`config.mk`:
```
export PLATFORM = sky130hd
export DESIGN_NAME = pipelined_addsub
export DESIGN_NICKNAME = d
export VERILOG_FILES = /design/src/rtl/pipelined_addsub.sv
export SDC_FILE = /design/constraint.sdc
export NUM_CORES = 1
export LEC_CHECK = 0
export CAP_MARGIN = 20
export CORE_MARGIN = 3
export CORE_UTILIZATION = 47
export DETAILED_ROUTE_END_ITERATION = 6
export PLACE_DENSITY = 0.81
export RECOVER_POWER = 50
export SLEW_MARGIN = 20
export SYNTH_ARGS = -nofsm -noshare
export SYNTH_HDL_FRONTEND = slang
export SYNTH_SLANG_ARGS = --single-unit
```
`constraint.sdc`:
```
create_clock -name clk -period 3 [get_ports clk]
set_input_delay 0.6 -clock clk [delete_from_list [all_inputs] [get_ports clk]]
set_output_delay 0.6 -clock clk [all_outputs]
set_load 0.05 [all_outputs]
```
`src/rtl/pipelined_addsub.sv`:
```
// Pipelined add/subtract unit: operands are processed one CHUNK-bit slice per stage,
// with the inter-slice carry registered between stages and a valid/ready handshake.
module pipelined_addsub #(
  parameter int WIDTH = 32,
  parameter int CHUNK = 16
) (
  input  logic             clk,
  input  logic             rst_n,
  input  logic             in_valid,
  output logic             in_ready,
  input  logic [WIDTH-1:0] a,
  input  logic [WIDTH-1:0] b,
  input  logic             sub,
  input  logic             cin,
  output logic             out_valid,
  input  logic             out_ready,
  output logic [WIDTH-1:0] sum,
  output logic             cout,
  output logic             ovf,
  output logic             zero
);

  localparam int STAGES = WIDTH / CHUNK;
  localparam int LAST   = STAGES - 1;

  if (STAGES < 1 || (WIDTH % CHUNK) != 0) begin : g_param_check
    $error("pipelined_addsub: WIDTH must be a non-zero multiple of CHUNK");
  end

  typedef logic [WIDTH-1:0] word_t;

  // Entry k holds the state leaving stage k: operand skew copies, partial result, carry.
  word_t             a_q   [STAGES];
  word_t             bp_q  [STAGES];
  word_t             res_q [STAGES];
  logic [STAGES-1:0] c_q;
  logic [STAGES-1:0] vld_q;
  logic              ovf_q;
  logic              zero_q;

  word_t             a_d   [STAGES];
  word_t             bp_d  [STAGES];
  word_t             res_d [STAGES];
  logic [STAGES-1:0] c_d;
  logic [STAGES-1:0] vld_d;
  logic              ovf_d;
  logic              zero_d;

  logic              adv;

  function automatic logic [CHUNK:0] add_slice(input logic [CHUNK-1:0] x,
                                               input logic [CHUNK-1:0] y,
                                               input logic             ci);
    return {1'b0, x} + {1'b0, y} + {{CHUNK{1'b0}}, ci};
  endfunction

  always_comb begin
    // Stage 0: invert B for subtract and inject the initial carry.
    a_d[0]   = a;
    bp_d[0]  = sub ? ~b : b;
    res_d[0] = '0;
    {c_d[0], res_d[0][CHUNK-1:0]} = add_slice(a[CHUNK-1:0], bp_d[0][CHUNK-1:0],
                                              sub ? 1'b1 : cin);
    vld_d[0] = in_valid;

    // Stages 1..LAST: add the next slice using the carry registered by the previous stage.
    for (int k = 1; k < STAGES; k++) begin
      a_d[k]   = a_q[k-1];
      bp_d[k]  = bp_q[k-1];
      res_d[k] = res_q[k-1];
      {c_d[k], res_d[k][k*CHUNK +: CHUNK]} = add_slice(a_q[k-1][k*CHUNK +: CHUNK],
                                                       bp_q[k-1][k*CHUNK +: CHUNK],
                                                       c_q[k-1]);
      vld_d[k] = vld_q[k-1];
    end

    // Flags are formed from the final stage result so they land with sum.
    zero_d = (res_d[LAST] == '0);
    ovf_d  = (a_d[LAST][WIDTH-1] == bp_d[LAST][WIDTH-1]) &&
             (res_d[LAST][WIDTH-1] != a_d[LAST][WIDTH-1]);
  end

  // The whole pipe, bubbles included, moves only when the output slot is free or draining.
  assign adv = !vld_q[LAST] || out_ready;

  always_ff @(posedge clk or negedge rst_n) begin
    if (!rst_n) begin
      for (int k = 0; k < STAGES; k++) begin
        a_q[k]   <= '0;
        bp_q[k]  <= '0;
        res_q[k] <= '0;
      end
      c_q    <= '0;
      vld_q  <= '0;
      ovf_q  <= 1'b0;
      zero_q <= 1'b0;
    end else if (adv) begin
      for (int k = 0; k < STAGES; k++) begin
        a_q[k]   <= a_d[k];
        bp_q[k]  <= bp_d[k];
        res_q[k] <= res_d[k];
      end
      c_q    <= c_d;
      vld_q  <= vld_d;
      ovf_q  <= ovf_d;
      zero_q <= zero_d;
    end
  end

  assign in_ready  = adv;
  assign out_valid = vld_q[LAST];
  assign sum       = res_q[LAST];
  assign cout      = c_q[LAST];
  assign ovf       = ovf_q;
  assign zero      = zero_q;

endmodule

```
Word level (Yosys, flattened, before mapping)
Index checks and enable logic that the tools add are counted.
- $add $sub $neg: 4
- $mul: 0
- div/mod/pow operators: 0
- $lt $le $gt $ge: 0
- equality and inequality tests: 2
- shift-type cells: 0
- mux-type cells: 2
- bitwise logic cells: 1
- reductions and logical operators: 4
- operator list (operator ; number):
    16-bit by 16-bit adder with 17-bit output ; 2
    17-bit by 1-bit adder with 17-bit output ; 2
    32-bit logical NOT ; 1
    32-bit 2-to-1 mux ; 1
    32-bit NOT ; 1
    1-bit equality test ; 1
    1-bit logical AND ; 1
    1-bit logical NOT ; 1
    1-bit logical OR ; 1
    1-bit 2-to-1 mux ; 1
    1-bit inequality test ; 1
- bits in registers: 118
- latch bits: 0
- RAM bits: 0
- ROM bits: 0
- word-level logic and storage cells: 21
- memories: 0

Logic depth before layout (Yosys ltp)
- depth after elaboration: 4
- depth in mapped cells: 12

Worst setup path after synthesis
No wires, ideal clock.
- path kind: input port to flip-flop
- from: in sub
- to: reg res_q, in the netlist res_d[14]
- setup time: 0.082 ns
- arrival: 3.492 ns
- required time: 2.918 ns
- path slack: -0.574 ns
- stages: 12
- buffers on the path: 2
- cell sequence: clkbuf_1 clkbuf_1 xor2_1 fa_1 fa_1 a21o_1 a21oi_1 o21bai_1 a31oi_1 o211ai_1 a31o_2 a31oi_1
- word-level cells in the longest chain between the ends: 3
- elaborated cells on any way between the ends: 4
- ends and longest elaborated chain (what ; RTL line ; RTL):
    from (decl) ; 13 ; input logic sub,
    32-bit 2-to-1 mux ; 60 ; bp_d[0] = sub ? ~b : b;
    16-bit by 16-bit adder with 17-bit output ; 54 ; return {1'b0, x} + {1'b0, y} + {{CHUNK{1'b0}}, ci};
    17-bit by 1-bit adder with 17-bit output * ; 54 ;
    to (signal, indexed assignment) ; 101 ; res_q[k] <= res_d[k];
    to (decl) ; 35 ; word_t res_q [STAGES];
Every way passes the cells marked *; elsewhere a longest branch is shown, timed or not.
A chain may end at the register's enable or synchronous reset.

Worst setup path after layout
- from: in out_ready
- to: out in_ready
- word-level cells in the longest chain between the ends: 1
- ends and longest elaborated chain (what ; RTL line ; RTL):
    from (decl) ; 16 ; input logic out_ready,
    1-bit logical OR ; 84 ; assign adv = !vld_q[LAST] || out_ready;
    to (decl) ; 10 ; output logic in_ready,
No other way between the ends.

==> qor.yml <==
status: "finished with violations"
violations: "max-capacitance violations, max-slew violations"
synth_area_leaders: "dfrtp_1, nand2_1, ha_1, xnor2_1, xor2_1"
drive_gt1_share_pct: 11.1
cts_buffers: 9
grt_usage_pct: 21.2
finalCritPeriodShare_pct: 96.4
cts-root-buf: "clkbuf_8"
place_inst: 822
fin_nets: 801
postSynthAreaPerCell_um2: 8.87
start_kind: "primary input"
finalPower_mw: 5.18
synth_top_area_share_pct: 41.9
layoutNonFillerInstCount: 837
synth_top_area_cell: "dfrtp_1"
htree_num_levels: 3
die-area_mm2: 0.0122
routabilityCongestion: 0.950
clk_pin_slew_ns: 0.08
vias_per_cell: 5.46
path_max_fanout: 43
grt_overflow_total: 0
hpwl_mm: 9.79
antenna_found_initial: 0
crit_buf_inv: 4
io_buffers: 106
hold_violations: 0
max_freq_mhz: 346
cts_setup_buffers: 0
ys.warnings.count: 0
dr_total_vias: 4566
async_flop_share_pct: 100
ir_worst_vdd_mv: 0.423
max_stage_delay_ns: 0.67
path_class: "in2out"
path_cells: "clkdlybuf4s50_1 > nor2b_4 > clkbuf_2 > inv_2 > buf_12"
final_antenna_net_count: 0
ys_seq_area_share_pct: 41.9
clock_sinks: 86
synth_top_family_by_area: "simple AND/OR/NAND/NOR gates"
rows: 37
crit_family: "buffers and inverters"
max_slew_margin_pct: -42.5
synth-seq-cells: 86
cp_slowest_cell: "clkbuf_2"
whs_ns: 0.469
period_needed_ns: 2.89
wl_mm: 13.3
synth-simple-area-share_pct: 22.0
drc_errors: 0
ios: 107
area_growth_pct: 32.1
synthesis.nets: 683
fin_skew_ns: 0.0136
drv_slew: 87
dieWidth_um: 111
p_leak_nw: 3.02
cp.required_ns: 2.40
crit_path_end_kind: "output port"
min_path_type: "reg2reg"
grt_max_degree: 87
dr.pass1.iters: 5
clkLatencyLatePin_ns: 0.36
synth_compound_area_share_pct: 15.3
grt_pass1_wl_mm: 21.5
synth_cell_types: 61
die_h_um: 111
clockBufferDepth: 2
antenna_cells: 0
final_core_util_pct: 64.9
drt_iter0_markers: 277
synth-main-ff-cell: "dfrtp_1"
cts_tree: "yes"
synth_edf_count: 0
drv_cap: 1
power_density_mw_per_mm2: 764
routedWlPerCell_um: 15.9
netlist_instances: 579
rsz0062_at_grt: "yes"
worstPathArrival_ns: 2.29
yosys.area_share.adder_pct: 8.87
synth_xor_area_share_pct: 8.87
start_util_pct: 49.1
syn_area_mm2: 0.00514
grt_pass1_vias: 4499
core_area_mm2: 0.0105
finalSetupViolations: 0
tightest_slew_ns: 2.14
synth.mux.area_fraction_pct: 0.195
finalSetupTns_ns: 0
cell families (layout without fill, tap and decap cells):
kind of cell	Yosys count	in the layout
simple gates	249	249
compound gates	118	118
flops	86	86
xor+xnor	52	52
buf+inv	39	161
fa+ha+maj	34	34
mux	1	1
registers in the layout (all words and copies together) (netlist names):
name,count
ovf,1
c_q,2
zero,1
bp_d,16
res_d,16
sum,32
a_d,16
vld_q,2
report_power, final:
part	internal (mW)	switching, mW	leakage, nW
Sequential	1.49	0.227	1.02
Clock	0.401	0.413	0.0952
Combinational	1.01	1.64	1.90
cell type report:
class / instances / area (um^2)
clock buffer: 11 / 141
clock inverter: 4 / 47.5
fill: 885 / 3680
inverter: 14 / 52.6
multi-input combinational: 454 / 2970
sequential: 86 / 2150
tap: 136 / 170
timing repair buffer: 132 / 1250
cells in the mapped netlist (all sizes together) (4+ instances only):
cell and n:
nand2 157, dfrtp 86, o21ai 38, ha 30, a21oi 29, xnor2 28, nor2 25, xor2 24
clkbuf 16, inv 14, nor3 13, buf 9, a21o 7, nand3 7, or3 7, nand4 6
nor4 6, o31ai 6, nor2b 5, o211ai 5, or2 5, a211oi 4, fa 4, nor3b 4
path summary, 6_finish.rpt:
check / from / depth (start not counted) / slack, ns / endpoint
setup / recovery: out_ready / 5 / 0.11 / in_ready
hold / removal: vld_q[0]$_DFFE_PN0P_ / 1 / 0.47 / vld_q[1]$_DFFE_PN0P_
setup reg to reg: bp_d[16]$_DFFE_PN0P_ / 11 / 0.12 / zero$_DFFE_PN0P_
hold reg to reg: vld_q[0]$_DFFE_PN0P_ / 1 / 0.47 / vld_q[1]$_DFFE_PN0P_
max in group asynchronous: rst_n / 1 / 0.89 / sum[22]$_DFFE_PN0P_
min in group asynchronous: rst_n / 1 / 0.85 / sum[17]$_DFFE_PN0P_
worst reg2reg max path: stages, from the launching register on:
cell       delay [ns]
dfrtp_1          0.41
fa_2             0.42
fa_2             0.44
a21oi_4          0.16
o2111ai_2        0.16
o211ai_1         0.20
buf_4            0.17
a31oi_1          0.13
buf_4            0.19
o22ai_1          0.19
nor2_1           0.08
o31ai_2          0.24
per-layer routing:
| layer | up-vias | part of all wire, % | wire, um | global-route usage, % |
|---|---|---|---|---|
| met2 | 127 | 52 | 6880 | 36.7 |
| li1 | 2223 | - | - | - |
| met3 | 17 | 4.4 | 582 | 3.40 |
| met1 | 2199 | 42 | 5600 | 27.1 |
| met4 | 0 | 2.0 | 264 | 7.22 |
| met5 | - | 0 | 0 | 0 |
cell usage in the layout (no fill, tap or decap), drive strengths merged, types with 3 or more instances in the layout:
cell             n
a211oi           4
a21o             7
a21oi           29
a31oi            3
buf             25
clkbuf          15
clkdlybuf4s50  101
dfrtp           86
fa               4
ha              30
inv             14
nand2          157
nand3            7
nand4            6
nor2            25
nor2b            5
nor3            13
nor3b            4
nor4             6
o211a            3
o211ai           5
o21ai           38
o31ai            6
or2              5
or3              7
or4              3
xnor2           28
xor2            24
per-stage QoR:
step	cell area, um^2	setup slack [ns]
finish	6790	0.107
global route	6790	-0.0683
CTS	6710	0.00365
detailed placement	6520	-0.379
global placement	6520	-0.289
floorplan	5220	-0.0900
repair_timing:
item                                    4_1_cts  5_1_grt
pin swaps                                     0       16
endpoints found under the setup margin        1        9
gates resized for setup                       1       13
hold buffers                                  0        0
No activity file was read; power rests on OpenSTA's default activity.
